===== config.mk =====
export PLATFORM = sky130hd
export DESIGN_NAME = fire_sequencer
export DESIGN_NICKNAME = d
export VERILOG_FILES = /design/src/rtl/fire_pkg.sv /design/src/rtl/period_timer.sv /design/src/rtl/fire_sequencer.sv
export SDC_FILE = /design/constraint.sdc
export NUM_CORES = 1
export LEC_CHECK = 0
export CORE_MARGIN = 1.5
export CORE_UTILIZATION = 46
export CTS_CLUSTER_DIAMETER = 60
export DETAILED_ROUTE_END_ITERATION = 12
export GPL_ROUTABILITY_DRIVEN = 0
export PLACE_DENSITY = 0.68
export SLEW_MARGIN = 20
export SYNTH_ARGS = -nofsm -noshare
export SYNTH_HDL_FRONTEND = slang
export SYNTH_SLANG_ARGS = --single-unit

===== constraint.sdc =====
create_clock -name clk -period 7 [get_ports clk]
set_input_delay 0.7 -clock clk [delete_from_list [all_inputs] [get_ports clk]]
set_output_delay 0.7 -clock clk [all_outputs]
set_load 0.005 [all_outputs]

===== src/rtl/fire_pkg.sv =====
// Shared definitions for the transducer fire sequencer: defaults, tick size, state encoding.
// Latency: none (declarations and a pure combinational helper only).
// Backpressure: not applicable.
package fire_pkg;

    localparam int NCH_DEF = 4;   // transducer channels in this release
    localparam int CW_DEF  = 20;  // cycle field width, in ticks
    localparam int PW_DEF  = 12;  // pulse field width, in ticks
    localparam int TICK_NS = 10;  // one tick of the 100 MHz system clock

    typedef enum logic [1:0] {
        ST_IDLE   = 2'd0,
        ST_SELECT = 2'd1,
        ST_RUN    = 2'd2
    } state_t;

    // Lowest enabled channel whose index is >= from; bit 2 flags that one was found.
    function automatic logic [2:0] find_next_ch(input logic [3:0] mask, input logic [2:0] from);
        logic [2:0] res;
        res = 3'b000;
        for (int i = 3; i >= 0; i--) begin
            if (mask[i] && (3'(i) >= from)) begin
                res = {1'b1, 2'(i)};
            end
        end
        return res;
    endfunction

endpackage


===== src/rtl/period_timer.sv =====
// Period counter (1..cycle, wrapping) with registered fire and capture-window outputs.
// Latency: fire/cap_win reflect the counter value of the previous clock (one register stage).
// Backpressure: none; i_gate low clears both outputs on the next edge.
module period_timer
    import fire_pkg::*;
#(
    parameter int CW = CW_DEF,
    parameter int PW = PW_DEF
) (
    input  logic          clk,
    input  logic          rst,
    input  logic          i_load,
    input  logic          i_run,
    input  logic          i_gate,
    input  logic [CW-1:0] i_cycle,
    input  logic [PW-1:0] i_pulse,
    input  logic [15:0]   i_cap_dly,
    input  logic [15:0]   i_cap_len,
    output logic          o_end,
    output logic          o_fire,
    output logic          o_cap_win
);

    // Comparisons run at a common width of at least 17 bits so dly+len never wraps.
    localparam int WA = (CW > PW) ? CW : PW;
    localparam int WW = (WA > 17) ? WA : 17;

    logic [CW-1:0] r_cnt;
    logic          r_fire;
    logic          r_cap_win;

    logic [WW-1:0] w_cnt_x;
    logic [WW-1:0] w_win_lo;
    logic [WW-1:0] w_win_hi;
    logic          w_fire_hit;
    logic          w_win_hit;

    assign w_cnt_x    = WW'(r_cnt);
    assign w_win_lo   = WW'(i_cap_dly) + WW'(1);
    assign w_win_hi   = WW'(i_cap_dly) + WW'(i_cap_len);
    assign w_fire_hit = (r_cnt != '0) && (w_cnt_x <= WW'(i_pulse));
    // Window is clipped at the end of the period; a zero length opens no window.
    assign w_win_hit  = (i_cap_len != 16'd0) && (w_cnt_x >= w_win_lo) &&
                        (w_cnt_x <= w_win_hi) && (w_cnt_x <= WW'(i_cycle));
    assign o_end      = (r_cnt == i_cycle);

    // Period counter: loaded with 1 on channel select, counts 1..cycle while running.
    always_ff @(posedge clk or posedge rst) begin
        if (rst) begin
            r_cnt <= '0;
        end else if (i_load) begin
            r_cnt <= CW'(1);
        end else if (i_run) begin
            r_cnt <= o_end ? CW'(1) : r_cnt + CW'(1);
        end
    end

    // Registered fire and capture gate, forced low whenever the gate is withdrawn.
    always_ff @(posedge clk or posedge rst) begin
        if (rst) begin
            r_fire    <= 1'b0;
            r_cap_win <= 1'b0;
        end else begin
            r_fire    <= i_gate && w_fire_hit;
            r_cap_win <= i_gate && w_win_hit;
        end
    end

    assign o_fire    = r_fire;
    assign o_cap_win = r_cap_win;

endmodule


===== src/rtl/fire_sequencer.sv =====
// Scan sequencer: walks enabled channels in ascending order, firing 'shots' periods on each.
// Latency: first fire high 2 clocks after the accepting edge; done/cfg_err/busy registered.
// Backpressure: start ignored while busy; stop aborts to IDLE on the next edge.
module fire_sequencer
    import fire_pkg::*;
#(
    parameter int NCH = NCH_DEF,
    parameter int CW  = CW_DEF,
    parameter int PW  = PW_DEF
) (
    input  logic           clk,
    input  logic           rst,
    input  logic           start,
    input  logic           stop,
    input  logic [CW-1:0]  cycle,
    input  logic [PW-1:0]  pulse,
    input  logic [15:0]    cap_dly,
    input  logic [15:0]    cap_len,
    input  logic [15:0]    shots,
    input  logic [NCH-1:0] ch_mask,
    output logic           fire,
    output logic [1:0]     ch_sel,
    output logic           cap_win,
    output logic           busy,
    output logic           done,
    output logic           cfg_err,
    output logic [15:0]    shot_cnt
);

    localparam int WA = (CW > PW) ? CW : PW;

    state_t         r_state;
    state_t         w_next;

    logic [CW-1:0]  r_cycle;
    logic [PW-1:0]  r_pulse;
    logic [15:0]    r_cap_dly;
    logic [15:0]    r_cap_len;
    logic [15:0]    r_shots;
    logic [NCH-1:0] r_mask;
    logic           r_first;
    logic [1:0]     r_ch;
    logic [15:0]    r_shot_cnt;
    logic           r_busy;
    logic           r_done;
    logic           r_cfg_err;

    logic           w_bad;
    logic [2:0]     w_from;
    logic [2:0]     w_srch;
    logic           w_last;
    logic           w_end;
    logic           w_load;
    logic           w_run;
    logic           w_gate;
    logic           w_accept;
    logic           w_cerr_nxt;
    logic           w_done_nxt;
    logic           w_shot_inc;

    assign w_bad  = (ch_mask == '0) || (pulse == '0) ||
                    (WA'(pulse) >= WA'(cycle)) || (cycle < CW'(2));
    // The first select searches from channel 0; later searches start above the current one.
    assign w_from = (r_state == ST_SELECT && r_first) ? 3'd0 : ({1'b0, r_ch} + 3'd1);
    assign w_srch = find_next_ch(4'(r_mask), w_from);
    assign w_last = ((r_shot_cnt + 16'd1) == r_shots);

    period_timer #(
        .CW(CW),
        .PW(PW)
    ) u_timer (
        .clk       (clk),
        .rst       (rst),
        .i_load    (w_load),
        .i_run     (w_run),
        .i_gate    (w_gate),
        .i_cycle   (r_cycle),
        .i_pulse   (r_pulse),
        .i_cap_dly (r_cap_dly),
        .i_cap_len (r_cap_len),
        .o_end     (w_end),
        .o_fire    (fire),
        .o_cap_win (cap_win)
    );

    // State register.
    always_ff @(posedge clk or posedge rst) begin
        if (rst) r_state <= ST_IDLE;
        else     r_state <= w_next;
    end

    // Next-state logic; stop wins over a simultaneous period end.
    always_comb begin
        w_next = r_state;
        case (r_state)
            ST_IDLE:   if (start && !w_bad) w_next = ST_SELECT;
            ST_SELECT: w_next = stop ? ST_IDLE : ST_RUN;
            ST_RUN: begin
                if (stop)                 w_next = ST_IDLE;
                else if (w_end && w_last) w_next = w_srch[2] ? ST_SELECT : ST_IDLE;
            end
            default:   w_next = ST_IDLE;
        endcase
    end

    // Output/control decode from the current state and inputs.
    always_comb begin
        w_load     = (r_state == ST_SELECT);
        w_run      = (r_state == ST_RUN);
        w_gate     = (r_state == ST_RUN) && !stop;
        w_accept   = (r_state == ST_IDLE) && start && !w_bad;
        w_cerr_nxt = (r_state == ST_IDLE) && start && w_bad;
        w_shot_inc = (r_state == ST_RUN) && !stop && w_end;
        w_done_nxt = w_shot_inc && w_last && !w_srch[2];
    end

    // Scan configuration, captured once per accepted start.
    always_ff @(posedge clk or posedge rst) begin
        if (rst) begin
            r_cycle   <= '0;
            r_pulse   <= '0;
            r_cap_dly <= '0;
            r_cap_len <= '0;
            r_shots   <= '0;
            r_mask    <= '0;
        end else if (w_accept) begin
            r_cycle   <= cycle;
            r_pulse   <= pulse;
            r_cap_dly <= cap_dly;
            r_cap_len <= cap_len;
            r_shots   <= (shots == 16'd0) ? 16'd1 : shots;
            r_mask    <= ch_mask;
        end
    end

    // Channel selection and per-channel shot counting; shot_cnt holds once idle.
    always_ff @(posedge clk or posedge rst) begin
        if (rst) begin
            r_first    <= 1'b0;
            r_ch       <= 2'd0;
            r_shot_cnt <= 16'd0;
        end else if (w_accept) begin
            r_first    <= 1'b1;
            r_shot_cnt <= 16'd0;
        end else if (w_load) begin
            r_first    <= 1'b0;
            r_ch       <= w_srch[1:0];
            r_shot_cnt <= 16'd0;
        end else if (w_shot_inc) begin
            r_shot_cnt <= r_shot_cnt + 16'd1;
        end
    end

    // Registered status flags.
    always_ff @(posedge clk or posedge rst) begin
        if (rst) begin
            r_busy    <= 1'b0;
            r_done    <= 1'b0;
            r_cfg_err <= 1'b0;
        end else begin
            r_busy    <= (w_next != ST_IDLE);
            r_done    <= w_done_nxt;
            r_cfg_err <= w_cerr_nxt;
        end
    end

    assign ch_sel   = r_ch;
    assign busy     = r_busy;
    assign done     = r_done;
    assign cfg_err  = r_cfg_err;
    assign shot_cnt = r_shot_cnt;

endmodule

==> results of run 1 <==
## sequential cells by signal (all words and copies together), names as in the netlist, 2 cells and up
| name | flops |
|---|---|
| r_cycle | 20 |
| r_cap_dly | 16 |
| r_shots | 16 |
| ch_sel | 2 |
| shot_cnt | 16 |
| r_pulse | 12 |
| r_state | 2 |
| r_cap_len | 16 |
| r_mask | 4 |
| u_timer.r_cnt | 20 |
## layer usage
layer	part of all wire	track usage	up-vias	routed length, µm
met5	0	0	-	0
met2	0.49	0.369	138	10100
li1	-	-	3434	-
met4	0.016	0.0614	0	328
met3	0.040	0.0479	23	821
met1	0.45	0.277	3322	9240
## report_power, final
part | switching [mW] | internal (mW) | total (mW)
logic | 1.05 | 0.984 | 2.03
registers | 0.260 | 1.03 | 1.29
clock network | 0.349 | 0.607 | 0.956
## synth_stat cells (3+ instances only)
cell type,count
and3_1,15
nor2b_1,13
nor2_1,61
and4_1,4
nor4_1,22
clkbuf_1,6
a31oi_1,5
xnor2_1,35
a21o_1,15
a21oi_1,31
xor2_1,40
nand4_1,24
nor3_1,18
mux2_2,72
o21a_1,10
nand2b_1,15
a2111oi_0,3
inv_1,61
nand2_1,57
nand3_1,31
a211oi_1,3
ha_1,103
dfrtp_1,130
buf_2,11
nor3b_1,3
o21ai_0,50
a211o_1,5
or3_1,7
o211ai_1,4
## cell usage in the layout, fill, tap and decap left out, types with 3 or more instances in the layout
master / instances
dfrtp_1: 130
clkdlybuf4s50_1: 110
ha_1: 103
mux2_2: 72
nor2_1: 61
inv_1: 60
nand2_1: 57
o21ai_0: 50
xor2_1: 40
xnor2_1: 35
a21oi_1: 31
nand3_1: 31
nand4_1: 24
nor4_1: 22
nor3_1: 18
clkbuf_16: 17
nand2b_1: 15
a21o_1: 15
and3_1: 15
nor2b_1: 13
o21a_1: 10
or3_1: 7
a31oi_1: 5
a211o_1: 5
buf_4: 5
and4_1: 4
o211ai_1: 4
bufinv_16: 4
clkinv_4: 4
a211oi_1: 3
nor3b_1: 3
a2111oi_0: 3
clkinvlp_4: 3
## cell type report
type                            count  share of cell area
Multi-Input combinational cell    682               0.484
Clock buffer                       20              0.0416
Sequential cell                   130               0.303
Timing Repair Buffer              115               0.106
Inverter                           61              0.0215
Tap cell                          234              0.0273
Clock inverter                     12              0.0170
## through the flow
step / cells / hold slack, ns
6_report: 1254 / 0.486
5_1_grt: 1254 / 0.515
4_1_cts: 1254 / 0.495
3_5_place_dp: 1222 / 0.481
3_3_place_gp: 1222 / 0.466
2_1_floorplan: 893 / 0.450
## cell families after synthesis
| family | after synthesis | share of synthesized area |
|---|---|---|
| and+or+nand+nor | 283 | 0.166 |
| AOI/OAI and AO/OA | 147 | 0.109 |
| DFF | 130 | 0.371 |
| adders and majority gates | 104 | 0.149 |
| buffers and inverters | 81 | 0.0376 |
| xor gates and xnor gates | 75 | 0.0748 |
| muxes | 73 | 0.0935 |
## worst reg2reg max path, cell delays in order, from the launching register on
cell       delay [ns]
dfrtp_1          0.40
ha_1             0.21
inv_1            0.07
fa_1             0.40
nor2b_1          0.17
o31a_1           0.19
o21a_1           0.16
o21a_1           0.16
o2111ai_1        0.17
nand4_1          0.12
o211ai_1         0.13
o21ai_0          0.28
xnor2_1          0.17
ha_1             0.26
nor2b_1          0.13
o21ai_0          0.13
nand2b_1         0.08
a21oi_1          0.16
a21oi_1          0.09
a2111oi_0        0.32
## final timing paths
path                                           from                            to
min in group asynchronous                       rst       r_shots[15]$_DFFE_PP0P_
max in group asynchronous                       rst  u_timer.r_cnt[1]$_DFFE_PP0P_
hold reg to reg              r_cycle[8]$_DFFE_PP0P_        r_cycle[8]$_DFFE_PP0P_
setup reg to reg           r_cap_dly[0]$_DFFE_PP0P_   u_timer.o_cap_win$_DFF_PP0_
setup / recovery                           pulse[0]      shot_cnt[11]$_DFFE_PP0P_
hold / removal               r_cycle[8]$_DFFE_PP0P_        r_cycle[8]$_DFFE_PP0P_
==> flow_summary_export.csv, run 1 <==
group,metric,value,unit
status,status,"finished clean",
worst_hold_path,hold_class,"reg -> reg",
critical_path,cp-start-kind,"input port",
sta,fmax,240,MHz
synthesis,yosysSeqAreaShare,0.371,
flow_run,maxCapViolCount,0,
final_layout,n_antenna_cell,0,
cts,clk_path_buf_depth,2,
critical_path,path_cells,"clkdlybuf4s50_1, inv_1, ha_1, nand2b_1, a21o_1, a211o_1, o21ai_0, or4_1, nand4_1, buf_4, nand2b_1, nor2_1",
critical_path,cp.depth,12,
synthesis,synth_area_per_cell,9.83,µm²
final_layout,utilization,0.574,
placed_design,placed_cell_area,10100,µm²
critical_path,endpoint_kind,"flop",
synthesis,ys_warn_count,0,
placed_design,pre_cts_ws,2.34,ns
sta,worst_pin_slew,1.05,ns
synthesis,syn_area,8780,µm²
cts,cts_tree,"built",
cts,clock_tree.root_cell,"clkbuf_16",
placed_design,io_buffers,110,
floorplan,fp.dieW,141,µm
synthesis,ys.flop_type,"dfrtp_1",
critical_path,rr_worst_depth,19,
cts,cts_buffers,17,
synthesis,synth_area_leaders,"dfrtp_1 (37%), ha_1 (15%), mux2_2 (9.2%)",
critical_path,cp.required,7.28,ns
floorplan,io_pins,111,
synthesis,synth_top_area_share,0.371,
worst_hold_path,holdPathStages,2,
synthesis,synth_fp_nets,1085,
critical_path,critPathSlowestCell,"nand4_1",
cts,clk_latency,0.42,ns
global_route,grt_max_degree,47,
sta,layout_setup_ws,2.83,ns
sta,slew_violations,0,
cts,post-cts-setup-buffer-count,0,
critical_path,critical-path-top-delay-family,"simple AND/OR/NAND/NOR gates",
sta,skew,0.00795,ns
synthesis,synth_top_cell_by_area,"dfrtp_1",
global_route,grt_pass1_vias,6873,
floorplan,die_h,141,µm
sta,relSlewSlack,0.296,
power,power_density,399,nW/µm²
routing,wl,20.5,mm
floorplan,die_area,19900,µm²
sta,fin_crit,4.17,ns
routing,first_pass_iters,5,
sta,grt_setup_unrepaired,"false",
final_layout,multi_input_area,5200,µm²
routing,drc,0,
critical_path,slowest_delay,0.83,ns
final_layout,final_area,10700,µm²
floorplan,core_area,18700,µm²
cts,cts_resized,0,
critical_path,cp_num_buf_inv,3,
final_layout,area_growth,22.3,%
critical_path,path_common_cell,"nand2b_1",
critical_path,r2r_slack,3.09,ns
cts,clk_pin_slew,0.06,ns
critical_path,critPathArrivalTime,4.44,ns
critical_path,worstSetupPathType,"in -> reg",
sta,setup_tns,0,ns
power,ir_worst_vdd,0.183,mV
sta,timing.final.crit_share,0.595,
routing,ant_nets,0,
routing,route.detailed.vias_per_inst,5.52,
global_route,track_usage,0.217,
global_route,grt_overflow,0,
floorplan,start_util,0.469,
placed_design,hpwl,15.6,mm
cts,h-tree-depth,4,
synthesis,synth_seq_cells,130,
routing,drt_iter0_markers,447,
sta,hold_viol_final,0,
routing,vias,6917,
power,leakage,4.89,nW
final_layout,nets,1199,
synthesis,async_flop_share,1.00,
final_layout,layout-drive-gt1-share,0.117,
synthesis,ys_types,62,
cts,clock-sinks,130,
synthesis,synth_edf_count,0,
routing,wire_per_inst,16.4,µm
synthesis,syn_inst,893,
final_layout,nFillCells,1660,
global_route,grt_pass1_wl,34.3,mm
floorplan,core.rowCount,50,
global_route,antenna_found_initial,0,
sta,setup-violations-final,0,
power,power,4.28,mW
final_layout,final-seq-area,3250,µm²
cts,hold_buffers,0,
critical_path,worstPathMaxFanout,31,
No activity file was read; power rests on OpenSTA's default activity.
==> run 2: changes to the inputs <==
PLACE_DENSITY = 0.71   (was 0.68)
clock period = 3.51 ns   (was 7 ns; I/O delays follow)
==> run 2 against run 1 <==
The flow now finishes with violations (setup timing). Utilization is 1.2 points higher. Largest cell class unchanged. Clock skew is 0.0020 ns higher. Via count is 2.8% higher. Critical path depth is 7 higher. Die area stayed put. Global-route usage is 0.26 points higher. Sequential share of layout area is 0.64 points lower.
==> flow_summary_export.csv, run 2 (synthesized netlist as in run 1, its figures left out) <==
group,metric,value,unit
global_route,track_usage,0.219,
sta,timing.final.crit_share,1.00,
critical_path,cp-start-kind,"flop",
status,violations,"setup timing",
sta,skew,0.00995,ns
critical_path,critPathArrivalTime,3.81,ns
final_layout,top_regs,"r_cycle (20), u_timer.r_cnt (20)",
power,power,8.71,mW
flow_run,maxCapViolCount,0,
cts,clk_pin_slew,0.06,ns
power,power_density,794,nW/µm²
sta,layout_setup_ws,-0.0000480,ns
cts,clk_path_buf_depth,2,
sta,slew_violations,0,
floorplan,core.rowCount,50,
final_layout,final_cell_mix,"dfrtp_1 (130), clkdlybuf4s50_1 (110), ha_1 (101)",
final_layout,n_antenna_cell,0,
cts,clk_latency,0.42,ns
placed_design,io_buffers,110,
floorplan,core_area,18700,µm²
routing,wire_per_inst,16.2,µm
power,switchingPower,3.37,mW
power,p_clk_frac,0.190,
cts,hold_buffers,0,
critical_path,cp.required,3.81,ns
routing,wl,20.7,mm
placed_design,dp.cells,1249,
global_route,grt_pass1_wl,34.8,mm
final_layout,utilization,0.587,
cts,clock-sinks,130,
power,seq_power_share,0.289,
routing,drt_iter0_markers,279,
floorplan,die_h,141,µm
worst_hold_path,hold_class,"in -> async",
critical_path,worstSetupPathType,"reg -> reg",
sta,relSlewSlack,0.562,
final_layout,area_growth,25.0,%
routing,drc,0,
cts,cts_buffers,17,
critical_path,path_cells,"ha_2, buf_4, a211o_1, o211ai_1, a21oi_2, nand4_1, nand3_2, o211ai_1, a21boi_2, or3_1, nand2_1, ha_1, a21oi_1, nor2b_1, o21ai_1, nand2b_1, a21oi_2, a21oi_1, a2111oi_1",
floorplan,die_area,19900,µm²
power,p_int,5.34,mW
critical_path,slowest_delay,0.39,ns
sta,grt_setup_unrepaired,"true",
final_layout,stdcell_count,1279,
global_route,grt_overflow,0,
final_layout,nFillCells,1612,
floorplan,start_util,0.469,
final_layout,nets,1227,
global_route,grt_max_degree,80,
power,swShare,0.387,
power,power_frac_comb,0.521,
sta,fmax,285,MHz
final_layout,final_common_cell,"dfrtp_1",
critical_path,worstPathMaxFanout,3,
cts,h-tree-depth,4,
routing,ant_nets,0,
routing,first_pass_iters,6,
sta,hold_viol_final,0,
placed_design,pre_cts_ws,-0.133,ns
sta,worst_pin_slew,0.651,ns
sta,setup-violations-final,1,
power,leakage,5.01,nW
cts,clock_tree.root_cell,"clkbuf_16",
routing,route.detailed.vias_per_inst,5.56,
power,ir_worst_vdd,0.383,mV
sta,fin_crit,3.51,ns
routing,vias,7113,
status,status,"complete, but fails checks",
placed_design,hpwl,15.9,mm
global_route,grt_pass1_vias,7224,
cts,cts_tree,"built",
floorplan,io_pins,111,
floorplan,fp.dieW,141,µm
final_layout,layout-drive-gt1-share,0.146,
critical_path,critPathSlowestCell,"dfrtp_1",
global_route,antenna_found_initial,0,
critical_path,endpoint_kind,"flop",
==> run 2: cell types whose count changed in the layout (fill, tap and decap cells not counted), sizes merged <==
| cell | change |
|---|---|
| clkbuf | +4 |
| buf | +28 |
| inv | -1 |
| bufinv | -3 |
| clkinv | -3 |
==> run 2: path summary, 6_finish.rpt <==
path	slack (ns)	start	cells past startpoint	end
worst max register to register	-0.00005	r_cap_dly[0]$_DFFE_PP0P_	19	u_timer.o_cap_win$_DFF_PP0_
worst min register to register	0.48	r_cycle[2]$_DFFE_PP0P_	2	r_cycle[2]$_DFFE_PP0P_
min in group clk	0.48	r_cycle[2]$_DFFE_PP0P_	2	r_cycle[2]$_DFFE_PP0P_
worst max-delay path	-0.00005	r_cap_dly[0]$_DFFE_PP0P_	19	u_timer.o_cap_win$_DFF_PP0_
max in group asynchronous	2.39	rst	3	r_cap_dly[12]$_DFFE_PP0P_
worst min-delay path	0.34	rst	2	r_pulse[0]$_DFFE_PP0P_
==> run 2: through the flow <==
| stage | instance area, µm² | hold WS, ns | TNS [ns] |
|---|---|---|---|
| after floorplan | 8780 | 0.450 | 0 |
| after global placement | 10400 | 0.464 | -0.0250 |
| after detailed placement | 10400 | 0.472 | -0.133 |
| after CTS | 10900 | 0.348 | -0.0329 |
| after global routing | 11000 | 0.375 | -0.246 |
| final | 11000 | 0.336 | -0.0000480 |
==> run 2: final cells by class <==
type	instances	area (µm²)	area share
Multi-Input combinational cell	682	5250	0.478
Sequential cell	130	3250	0.296
Timing Repair Buffer	143	1410	0.129
Clock buffer	24	482	0.0439
Tap cell	234	293	0.0267
Inverter	61	233	0.0212
Clock inverter	5	55.1	0.00502
==> run 2: repair_timing <==
item,in CTS,in global routing
buffers inserted,1,0
endpoints found under the hold margin,0,0
endpoints found under the setup margin,1,1
gates resized for setup,12,5
pin swaps,8,2
==> run 2: worst max-delay path, delay by kind of cell, from the launching register on <==
kind            cells  cell delay [ns]
buf+inv             1             0.13
simple gates        6             0.81
flops               1             0.39
fa+ha+maj           2             0.44
compound gates     10             1.62
==> run 2: power groups by stage <==
stage / sequential [mW] / combinational, mW / clock [mW]
after global placement: 2.50 / 4.25 / 0
after detailed placement: 2.52 / 4.40 / 0
after global routing: 2.60 / 5.11 / 1.75
final: 2.52 / 4.54 / 1.66
after floorplan: 2.43 / 3.19 / 0
after CTS: 2.51 / 4.52 / 1.69
==> run 2: routing by layer <==
layer,global-route usage,share of wire,up-vias
met5,0,0,-
met4,0.0663,0.015,0
met3,0.0404,0.035,27
met2,0.390,0.51,141
met1,0.270,0.44,3448
li1,-,-,3497
==> run 3: changes to the inputs <==
REMOVE_ABC_BUFFERS = 1   (was default)
SETUP_SLACK_MARGIN = 0.3   (was default)
==> run 3 against run 2 <==
The flow now finishes without violations. Register-to-register slack better by 0.04 ns. Worst setup slack better by 0.043 ns. Critical path type unchanged. Critical endpoint unchanged. Highest routed layer unchanged. Routed wire length is 1.5% higher.
==> flow_summary_export.csv, run 3 (synthesized netlist as in run 1, its figures left out) <==
group,metric,value,unit
floorplan,die_h,141,µm
sta,timing.hold.ws,0.293,ns
routing,vias,7046,
sta,setup-violations-final,0,
final_layout,top_regs,"r_cycle (20), u_timer.r_cnt (20)",
power,switchingPower,3.44,mW
power,p_clk_frac,0.208,
power,p_int,5.48,mW
floorplan,core_area,18700,µm²
status,status,"finished clean",
sta,fmax,288,MHz
final_layout,nets,1230,
routing,first_pass_iters,5,
critical_path,cp-start-kind,"flop",
final_layout,final_area,11100,µm²
floorplan,start_util,0.469,
global_route,grt_pass1_vias,7133,
floorplan,fp.dieW,141,µm
routing,wl,21.0,mm
floorplan,io_pins,111,
power,leakage,5.06,nW
cts,clk_pin_slew,0.06,ns
cts,clk_path_buf_depth,2,
routing,ant_nets,0,
power,power_frac_comb,0.506,
sta,worst_pin_slew,0.610,ns
final_layout,final_cell_mix,"dfrtp_1 (130), clkdlybuf4s50_1 (110), ha_1 (102)",
routing,drt_iter0_markers,347,
critical_path,worstSetupPathType,"reg -> reg",
critical_path,worstPathMaxFanout,2,
critical_path,reg2reg_from,"r_cap_dly[0]$_DFFE_PP0P_",
final_layout,final_common_cell,"dfrtp_1",
sta,fin_crit,3.47,ns
global_route,antenna_found_initial,0,
routing,route.detailed.vias_per_inst,5.48,
sta,skew,0.0104,ns
cts,clock-sinks,130,
global_route,track_usage,0.221,
placed_design,dp.cells,1251,
sta,relSlewSlack,0.590,
floorplan,die_area,19900,µm²
cts,cts_buffers,17,
power,power,8.91,mW
power,seq_power_share,0.286,
sta,timing.final.crit_share,0.988,
global_route,grt_pass1_wl,34.9,mm
placed_design,io_buffers,110,
final_layout,n_antenna_cell,0,
critical_path,r2r_slack,0.04,ns
sta,slew_violations,0,
cts,h-tree-depth,4,
critical_path,endpoint_kind,"flop",
flow_run,maxCapViolCount,0,
floorplan,core.rowCount,50,
placed_design,hpwl,16.2,mm
cts,clock_tree.root_cell,"clkbuf_16",
critical_path,rr_worst_depth,19,
cts,clk_latency,0.42,ns
sta,hold_viol_final,0,
global_route,grt_overflow,0,
final_layout,area_growth,26.1,%
routing,wire_per_inst,16.4,µm
placed_design,placed_cell_area,10400,µm²
sta,grt_setup_unrepaired,"true",
critical_path,r2r-end,"u_timer.o_cap_win$_DFF_PP0_",
final_layout,stdcell_count,1285,
critical_path,critPathArrivalTime,3.78,ns
final_layout,nFillCells,1605,
power,power_density,805,nW/µm²
critical_path,cp.required,3.82,ns
final_layout,layout-drive-gt1-share,0.156,
worst_hold_path,hold_class,"in -> async",
global_route,grt_max_degree,37,
routing,drc,0,
power,ir_worst_vdd,0.390,mV
power,swShare,0.386,
cts,cts_tree,"built",
-- run 3: how the worst max path moves through the flow --
stage               slack [ns]                      from                           to  cells past startpoint
floorplan                -2.10                  pulse[0]      shot_cnt[0]$_DFFE_PP0P_                     10
global placement         -0.03  r_cap_dly[0]$_DFFE_PP0P_  u_timer.o_cap_win$_DFF_PP0_                     19
detailed placement       -0.17  r_cap_dly[0]$_DFFE_PP0P_  u_timer.o_cap_win$_DFF_PP0_                     19
CTS                      -0.07  r_cap_dly[0]$_DFFE_PP0P_  u_timer.o_cap_win$_DFF_PP0_                     19
global route             -0.19  r_cap_dly[0]$_DFFE_PP0P_  u_timer.o_cap_win$_DFF_PP0_                     18
finish                    0.04  r_cap_dly[0]$_DFFE_PP0P_  u_timer.o_cap_win$_DFF_PP0_                     19
-- run 3: worst max-delay path: stages, from the launching register on --
cell       delay (ns)
dfrtp_1          0.38
ha_2             0.19
inv_2            0.06
fa_2             0.20
nor2b_2          0.05
o31a_1           0.25
o21a_1           0.19
o21a_1           0.20
o2111ai_2        0.18
nand4_1          0.11
o211ai_1         0.15
o21ai_2          0.12
xnor2_2          0.14
ha_1             0.30
nor2b_1          0.13
o21ai_1          0.15
nand2b_1         0.09
a21oi_2          0.11
a21oi_1          0.08
a2111oi_2        0.26
-- run 3: final cells by class --
type                            count  area (µm²)  area share
Multi-Input combinational cell    682        5260       0.475
Sequential cell                   130        3250       0.294
Timing Repair Buffer              146        1420       0.128
Clock buffer                       21         460      0.0416
Tap cell                          234         293      0.0264
Inverter                           61         231      0.0209
Clock inverter                     11         155      0.0140
-- run 3: power by group through the flow --
stage / combinational (mW) / clock [mW] / sequential (mW)
3_5_place_dp: 4.36 / 0 / 2.57
6_report: 4.51 / 1.85 / 2.55
4_1_cts: 4.46 / 1.88 / 2.55
3_3_place_gp: 4.23 / 0 / 2.54
2_1_floorplan: 3.22 / 0 / 2.43
5_1_grt: 5.06 / 1.94 / 2.62
-- run 3: metrics by stage --
stage / setup slack, ns / setup TNS, ns / util
floorplan: -2.10 / -211.97 / -
global route: -0.186 / -0.186 / 0.592
CTS: -0.0682 / -0.0682 / 0.589
detailed placement: -0.168 / -0.168 / 0.555
finish: 0.0427 / 0 / 0.592
global placement: -0.0258 / -0.0258 / 0.555
-- run 3: layer usage --
metal | GRT usage | part of all wire
met5 | 0 | 0
met4 | 0.0691 | 0.017
met3 | 0.0452 | 0.035
met2 | 0.379 | 0.50
met1 | 0.280 | 0.45
-- run 3: what timing repair did --
item / CTS / global route
hold buffers: 0 / 0
endpoints found under the setup margin: 1 / 1
gates cloned: 0 / 0
gates resized for setup: 9 / 10
buffers inserted: 1 / 1
pin swaps: 7 / 9
